**src/rtl/draw_card_stack.sv**
```systemverilog
// draw_card_stack
//   Overlays up to N_SLOTS playing-card sprites on a video timing stream.
//   Each slot keeps a shadow copy of its placement (written by slot updates at
//   any time) and an active copy (used for drawing). Shadows are copied to
//   active on the first cycle of vertical blanking, so a frame is never drawn
//   with a half-updated card layout.
//
//   Pipeline: stage 1 registers the winning slot's ROM address and a hit flag,
//   ROM_LATENCY delay stages follow, and a final register composites the ROM
//   pixel over the background. All timing outputs are delayed identically
//   (ROM_LATENCY+2 cycles).
//
// Ports
//   clk, rst                     clock, synchronous active-high reset
//   vcount_in..hblnk_in, rgb_in  upstream timing bus and background pixel
//   vcount_out..hblnk_out,rgb_out delayed timing bus and composited pixel
//   pixel_addr / rgb_pixel       card ROM address out / ROM data in
//   upd_valid, upd_slot, upd_xpos, upd_ypos, upd_card, upd_visible, upd_ready
//                                slot-update handshake (writes shadow only)
//
// Configuration
//   DRAW_CARD_STACK_TRANSP_EN    when defined, ROM pixels equal to TRANSP_KEY
//                                show the background instead.

module draw_card_stack #(
  parameter int          N_SLOTS     = 8,
  parameter int          CARD_WIDTH  = 55,
  parameter int          CARD_HEIGHT = 79,
  parameter int          ROM_LATENCY = 1,
  parameter int          ADDR_W      = 18,
  parameter logic [11:0] TRANSP_KEY  = 12'hF0F,
  localparam int         SLOT_W      = (N_SLOTS > 1) ? $clog2(N_SLOTS) : 1
) (
  input  logic              clk,
  input  logic              rst,
  input  logic [10:0]       vcount_in,
  input  logic              vsync_in,
  input  logic              vblnk_in,
  input  logic [10:0]       hcount_in,
  input  logic              hsync_in,
  input  logic              hblnk_in,
  input  logic [11:0]       rgb_in,
  output logic [10:0]       vcount_out,
  output logic              vsync_out,
  output logic              vblnk_out,
  output logic [10:0]       hcount_out,
  output logic              hsync_out,
  output logic              hblnk_out,
  output logic [11:0]       rgb_out,
  output logic [ADDR_W-1:0] pixel_addr,
  input  logic [11:0]       rgb_pixel,
  input  logic              upd_valid,
  input  logic [SLOT_W-1:0] upd_slot,
  input  logic [10:0]       upd_xpos,
  input  logic [10:0]       upd_ypos,
  input  logic [5:0]        upd_card,
  input  logic              upd_visible,
  output logic              upd_ready
);

  localparam int CARD_SIZE = CARD_WIDTH * CARD_HEIGHT;

  typedef struct packed {
    logic [10:0] vcount;
    logic        vsync;
    logic        vblnk;
    logic [10:0] hcount;
    logic        hsync;
    logic        hblnk;
    logic [11:0] rgb;
    logic        hit;
  } bus_t;

  // ---------------------------------------------------------------------------
  // Commit detection and update handshake
  // ---------------------------------------------------------------------------
  logic vblnk_prev_reg;
  logic commit;
  logic upd_accept;

  assign commit     = vblnk_in && !vblnk_prev_reg;
  // Combinational so it is already low while rst is held.
  assign upd_ready  = !rst && !commit;
  assign upd_accept = upd_valid && upd_ready;

  always_ff @(posedge clk) begin
    if (rst) vblnk_prev_reg <= 1'b0;
    else     vblnk_prev_reg <= vblnk_in;
  end

  // ---------------------------------------------------------------------------
  // Per-slot shadow/active storage and hit test
  // ---------------------------------------------------------------------------
  logic [N_SLOTS-1:0]             slot_hit;
  logic [N_SLOTS-1:0][ADDR_W-1:0] slot_addr;

  genvar gi;
  generate
    for (gi = 0; gi < N_SLOTS; gi++) begin : g_slot
      logic [10:0] sh_x_reg, sh_y_reg, act_x_reg, act_y_reg;
      logic [5:0]  sh_card_reg, act_card_reg;
      logic        sh_vis_reg, act_vis_reg;
      logic [11:0] h12, v12, x12, y12, x_end, y_end;
      logic        in_x, in_y;

      // Slot numbers that do not exist never match, so such updates are
      // accepted and dropped.
      always_ff @(posedge clk) begin
        if (rst) begin
          sh_x_reg     <= '0;
          sh_y_reg     <= '0;
          sh_card_reg  <= '0;
          sh_vis_reg   <= 1'b0;
          act_x_reg    <= '0;
          act_y_reg    <= '0;
          act_card_reg <= '0;
          act_vis_reg  <= 1'b0;
        end else begin
          if (upd_accept && upd_slot == SLOT_W'(gi)) begin
            sh_x_reg    <= upd_xpos;
            sh_y_reg    <= upd_ypos;
            sh_card_reg <= upd_card;
            sh_vis_reg  <= upd_visible;
          end
          if (commit) begin
            act_x_reg    <= sh_x_reg;
            act_y_reg    <= sh_y_reg;
            act_card_reg <= sh_card_reg;
            act_vis_reg  <= sh_vis_reg;
          end
        end
      end

      // 12-bit compare: a card near the right/bottom edge extends past 2047
      // instead of wrapping to the left/top of the screen.
      assign h12   = {1'b0, hcount_in};
      assign v12   = {1'b0, vcount_in};
      assign x12   = {1'b0, act_x_reg};
      assign y12   = {1'b0, act_y_reg};
      assign x_end = x12 + 12'(CARD_WIDTH - 1);
      assign y_end = y12 + 12'(CARD_HEIGHT - 1);
      assign in_x  = (h12 >= x12) && (h12 <= x_end);
      assign in_y  = (v12 >= y12) && (v12 <= y_end);

      assign slot_hit[gi]  = act_vis_reg && in_x && in_y;
      assign slot_addr[gi] = ADDR_W'(act_card_reg) * ADDR_W'(CARD_SIZE)
                           + ADDR_W'(v12 - y12) * ADDR_W'(CARD_WIDTH)
                           + ADDR_W'(h12 - x12);
    end
  endgenerate

  // Highest-index hit wins: later iterations overwrite earlier ones.
  logic              win_hit;
  logic [ADDR_W-1:0] win_addr;

  always_comb begin
    win_hit  = 1'b0;
    win_addr = '0;
    for (int i = 0; i < N_SLOTS; i++) begin
      if (slot_hit[i]) begin
        win_hit  = 1'b1;
        win_addr = slot_addr[i];
      end
    end
  end

  // ---------------------------------------------------------------------------
  // Stage 1 plus ROM_LATENCY delay stages
  // ---------------------------------------------------------------------------
  bus_t              pipe_reg [0:ROM_LATENCY];
  logic [ADDR_W-1:0] addr_reg;
  bus_t              stage_in;

  always_comb begin
    stage_in        = '0;
    stage_in.vcount = vcount_in;
    stage_in.vsync  = vsync_in;
    stage_in.vblnk  = vblnk_in;
    stage_in.hcount = hcount_in;
    stage_in.hsync  = hsync_in;
    stage_in.hblnk  = hblnk_in;
    stage_in.rgb    = rgb_in;
    stage_in.hit    = win_hit;
  end

  always_ff @(posedge clk) begin
    if (rst) begin
      addr_reg <= '0;
      for (int i = 0; i <= ROM_LATENCY; i++) pipe_reg[i] <= '0;
    end else begin
      addr_reg    <= win_hit ? win_addr : '0;
      pipe_reg[0] <= stage_in;
      for (int i = 1; i <= ROM_LATENCY; i++) pipe_reg[i] <= pipe_reg[i-1];
    end
  end

  assign pixel_addr = addr_reg;

  // ---------------------------------------------------------------------------
  // Compositing and output register
  // ---------------------------------------------------------------------------
  bus_t        tail;
  logic [11:0] rgb_next;

  assign tail = pipe_reg[ROM_LATENCY];

  always_comb begin
    rgb_next = tail.rgb;
    if (tail.vblnk || tail.hblnk) begin
      rgb_next = 12'h000;
    end else if (tail.hit) begin
`ifdef DRAW_CARD_STACK_TRANSP_EN
      rgb_next = (rgb_pixel == TRANSP_KEY) ? tail.rgb : rgb_pixel;
`else
      rgb_next = rgb_pixel;
`endif
    end
  end

`ifndef DRAW_CARD_STACK_TRANSP_EN
  logic unused_key;
  assign unused_key = ^TRANSP_KEY;
`endif

  bus_t        out_reg;
  logic [11:0] rgb_out_reg;

  always_ff @(posedge clk) begin
    if (rst) begin
      out_reg     <= '0;
      rgb_out_reg <= '0;
    end else begin
      out_reg     <= tail;
      rgb_out_reg <= rgb_next;
    end
  end

  logic unused_out_bits;
  assign unused_out_bits = ^{out_reg.rgb, out_reg.hit};

  assign vcount_out = out_reg.vcount;
  assign vsync_out  = out_reg.vsync;
  assign vblnk_out  = out_reg.vblnk;
  assign hcount_out = out_reg.hcount;
  assign hsync_out  = out_reg.hsync;
  assign hblnk_out  = out_reg.hblnk;
  assign rgb_out    = rgb_out_reg;

endmodule

```
**config.mk**
```make
export PLATFORM = sky130hd
export DESIGN_NAME = draw_card_stack
export DESIGN_NICKNAME = d
export VERILOG_FILES = /design/src/rtl/draw_card_stack.sv
export SDC_FILE = /design/constraint.sdc
export NUM_CORES = 2
export LEC_CHECK = 0
export BUFFER_PORTS_ARGS = -buffer_cell sky130_fd_sc_hd__buf_2
export CAP_MARGIN = 20
export CORE_UTILIZATION = 46
export CTS_CLUSTER_DIAMETER = 150
export DETAILED_ROUTE_END_ITERATION = 7
export PLACE_DENSITY_LB_ADDON = 0.05
export SYNTH_ARGS = -nofsm -noshare
export SYNTH_HDL_FRONTEND = slang
export SYNTH_SLANG_ARGS = --single-unit
```
**constraint.sdc**
```tcl
create_clock -name clk -period 11 [get_ports clk]
set_input_delay 1.65 -clock clk [delete_from_list [all_inputs] [get_ports clk]]
set_output_delay 1.65 -clock clk [all_outputs]
set_load 0.03 [all_outputs]
```
==> flow_summary.ini <==
[setup_path]
critical_path_depth = 31
cp_slowest_cell = o31ai_1
crit_path_start = vcount_in[1]
worst-setup-path-type = input port to flop
cp_top_family = adder cells
crit_path_max_incr_delay_ns = 0.78
endpoint_kind = flop
crit_arrival_ns = 10.83
crit_top_cell = fa_1
path_buf_inv = 3
r2r-end = pixel_addr[15]$_SDFF_PP0_
critical_path.endpoint = pixel_addr[15]$_SDFF_PP0_
worst-r2r-cell-count = 31
worst_ep_required_time_ns = 11.54
cp_max_fo = 15
cp-start-kind = input port
reg2reg_slack_ns = 2.02
r2r-start = g_slot[0].act_y_reg[1]$_SDFFE_PP0P_

[synthesis]
synth_area_per_cell_um2 = 8.60
synth_area_leaders = fa_1 22%, dfxtp_1 19%, ha_1 18%
synth.mux.area_fraction_pct = 0.206
ys_seq_elements = 598
syn_inst = 7348
synthFlopType = dfxtp_1
synth_top_family_by_area = adder cells
netlist_area_um2 = 63200
synthArstFlopShare_pct = 0
synth.top_cell.area_share_pct = 22.1
synth_top_area_cell = fa_1
synth_edf_count = 0
synth_cell_types = 89
synth-simple-area-share_pct = 13.8
ys_seq_area_share_pct = 18.9
synth.net_count = 9025
synth_compound_area_share_pct = 12.8
yosysWarnings = 0
synth_xor_area_share_pct = 5.59
synthAdderAreaFrac_pct = 39.8

[cells_and_area]
stdcell_count = 9281
final_cell_mix = 1,232 x inv_1, 1,130 x nand2_1, 896 x ha_1
multiInputGateArea_um2 = 45700
drive_gt1_share_pct = 5.66
final_common_cell = inv_1
nNetsFinal = 9114
n_fill_cell = 13183
synthToLayoutAreaGrowth_pct = 8.49
regArea_um2 = 12000

[pwr]
power_density_nw_per_um2 = 291
finalPower_mw = 20.0
p_leak_nw = 30.5
vdd.ir_drop.worst_mv = 0.385

[timing]
setup_ws_ns = 0.713
finalMaxSlewViolations = 0
max_freq_mhz = 97.2
setup-tns-final_ns = 0
rsz0062_at_grt = false
hold_violations = 0
period_needed_ns = 10.29
skew_ns = 0.0365
setup_viol = 0
max_slew_margin_pct = 19.3
tightest_slew_ns = 1.20
min_period_over_period_pct = 93.5

[placed_design]
gp_congestion = 0.983
place.port_buffers = 141
placed_cells = 9140
place_ws_ns = 0.0644
dp_hpwl_mm = 159

[floorplanning]
ioPinCount = 142
fp.dieArea_um2 = 139000
initial_utilization_pct = 46.5
chipWidth_um = 373
rows = 135
die_h_um = 373
placeableCoreArea_um2 = 136000

[global_routing]
first_global_vias = 49692
grt_max_degree = 106
grt_use_total_pct = 29.2
antenna_found_initial = 20
grt-ovfl-total = 0
grt_pass1_wl_mm = 307

[flow_run]
cap_violations = 0

[clock_tree]
cts_made_buffers = 75
path_clk_slew_ns = 0.07
postCtsSetupRepairBufs = 0
clock-root-buffer = clkbuf_16
cts_hold_buf = 0
cts_resized = 0
cts_tree = built
clock_path_buffers = 3
h-tree-depth = 3
clock_latency_ns = 0.69
cts_sinks = 598

[detailed_routing]
drc = 0
dr.first_iter.drc_count = 3740
firstDrtPassIters = 5
drt_wl_total_mm = 202
viasPerCell = 5.39
ant_nets = 0
wire_per_inst_um = 21.7
vias = 49980

[min_path]
hold_class = flop to flop

[outcome]
status = finished, final reports clean
## synth_stat cells, drive strengths merged, types with 8 or more instances
| cell type | count |
|---|---|
| clkbuf | 167 |
| nor2 | 226 |
| a221o | 8 |
| or3 | 38 |
| buf | 51 |
| o31ai | 18 |
| xnor2 | 293 |
| ha | 896 |
| nand2b | 44 |
| o221ai | 10 |
| nor3 | 107 |
| inv | 1234 |
| o22ai | 12 |
| nand3 | 77 |
| a21o | 87 |
| nand4b | 10 |
| nand2 | 1131 |
| a2111oi | 19 |
| o21bai | 24 |
| o2111ai | 13 |
| nor4 | 17 |
| a21oi | 709 |
| and3 | 23 |
| a31oi | 39 |
| o31a | 9 |
| dfxtp | 598 |
| mux2i | 13 |
| a31o | 11 |
| or2 | 21 |
| nor2b | 133 |
| nand3b | 12 |
| o21ai | 173 |
| nand4 | 67 |
| o21a | 34 |
| a22oi | 11 |
| o211ai | 27 |
| fa | 696 |
| and2 | 13 |
| a211o | 12 |
| xor2 | 110 |
| a221oi | 9 |
| a21boi | 29 |
| a211oi | 45 |
## report_power, final
| group | internal, mW | leakage (nW) | switching, mW |
|---|---|---|---|
| Clock | 1.53 | 1.28 | 1.12 |
| Combinational | 5.90 | 24.4 | 9.20 |
| Sequential | 2.19 | 4.84 | 0.0121 |
## tightest hold or removal path, cell delays in order, from the launching register on
cell	delay [ns]
dfxtp_1	0.31
nand2_1	0.06
a21oi_1	0.05
## stage by stage
stage / area [um2] / utilization, % / hold WS (ns)
2_1_floorplan: 63200 / - / 0.414
6_report: 68500 / 50.5 / 0.425
5_1_grt: 68500 / 50.5 / 0.439
4_1_cts: 68500 / 50.5 / 0.428
3_3_place_gp: 65900 / 48.5 / 0.416
3_5_place_dp: 65900 / 48.5 / 0.420
## layout make-up
cell class,count,share of cell area [%]
Antenna cell,3,0.0110
Clock inverter,39,0.816
Timing Repair Buffer,230,2.05
Tap cell,1781,3.25
Multi-Input combinational cell,5298,66.6
Sequential cell,598,17.5
Clock buffer,98,3.02
Inverter,1234,6.76
## worst min-delay path by stage
stage / startpoint / to / slack, ns / cells after the start
3_5_place_dp: pipe_reg[0][22]$_SDFF_PP0_ / pipe_reg[0][61]$_SDFF_PP0_ / 0.42 / 1
3_3_place_gp: pipe_reg[0][31]$_SDFF_PP0_ / pipe_reg[0][70]$_SDFF_PP0_ / 0.42 / 1
6_report: g_slot[4].sh_y_reg[1]$_SDFFE_PP0P_ / g_slot[4].act_y_reg[1]$_SDFFE_PP0P_ / 0.43 / 2
5_1_grt: g_slot[4].sh_y_reg[1]$_SDFFE_PP0P_ / g_slot[4].act_y_reg[1]$_SDFFE_PP0P_ / 0.44 / 2
2_1_floorplan: pipe_reg[0][54]$_SDFF_PP0_ / hcount_out[0]$_SDFF_PP0_ / 0.41 / 1
4_1_cts: g_slot[4].sh_y_reg[1]$_SDFFE_PP0P_ / g_slot[4].act_y_reg[1]$_SDFFE_PP0P_ / 0.43 / 2
## cells by family after synthesis
family	Yosys count
fa+ha+maj	1592
buf+inv	1452
flops	598
compound gates	1343
xor+xnor	403
simple gates	1947
mux	13
## metal layers
layer / vias up / routed length, um / GRT usage [%]
li1: 24053 / - / -
met1: 24385 / 93700 / 41.0
met2: 1295 / 88300 / 45.8
met3: 241 / 13400 / 4.79
met4: 6 / 6350 / 8.66
met5: - / 39 / 0
Note: power is estimated with default switching activity, not from simulation.
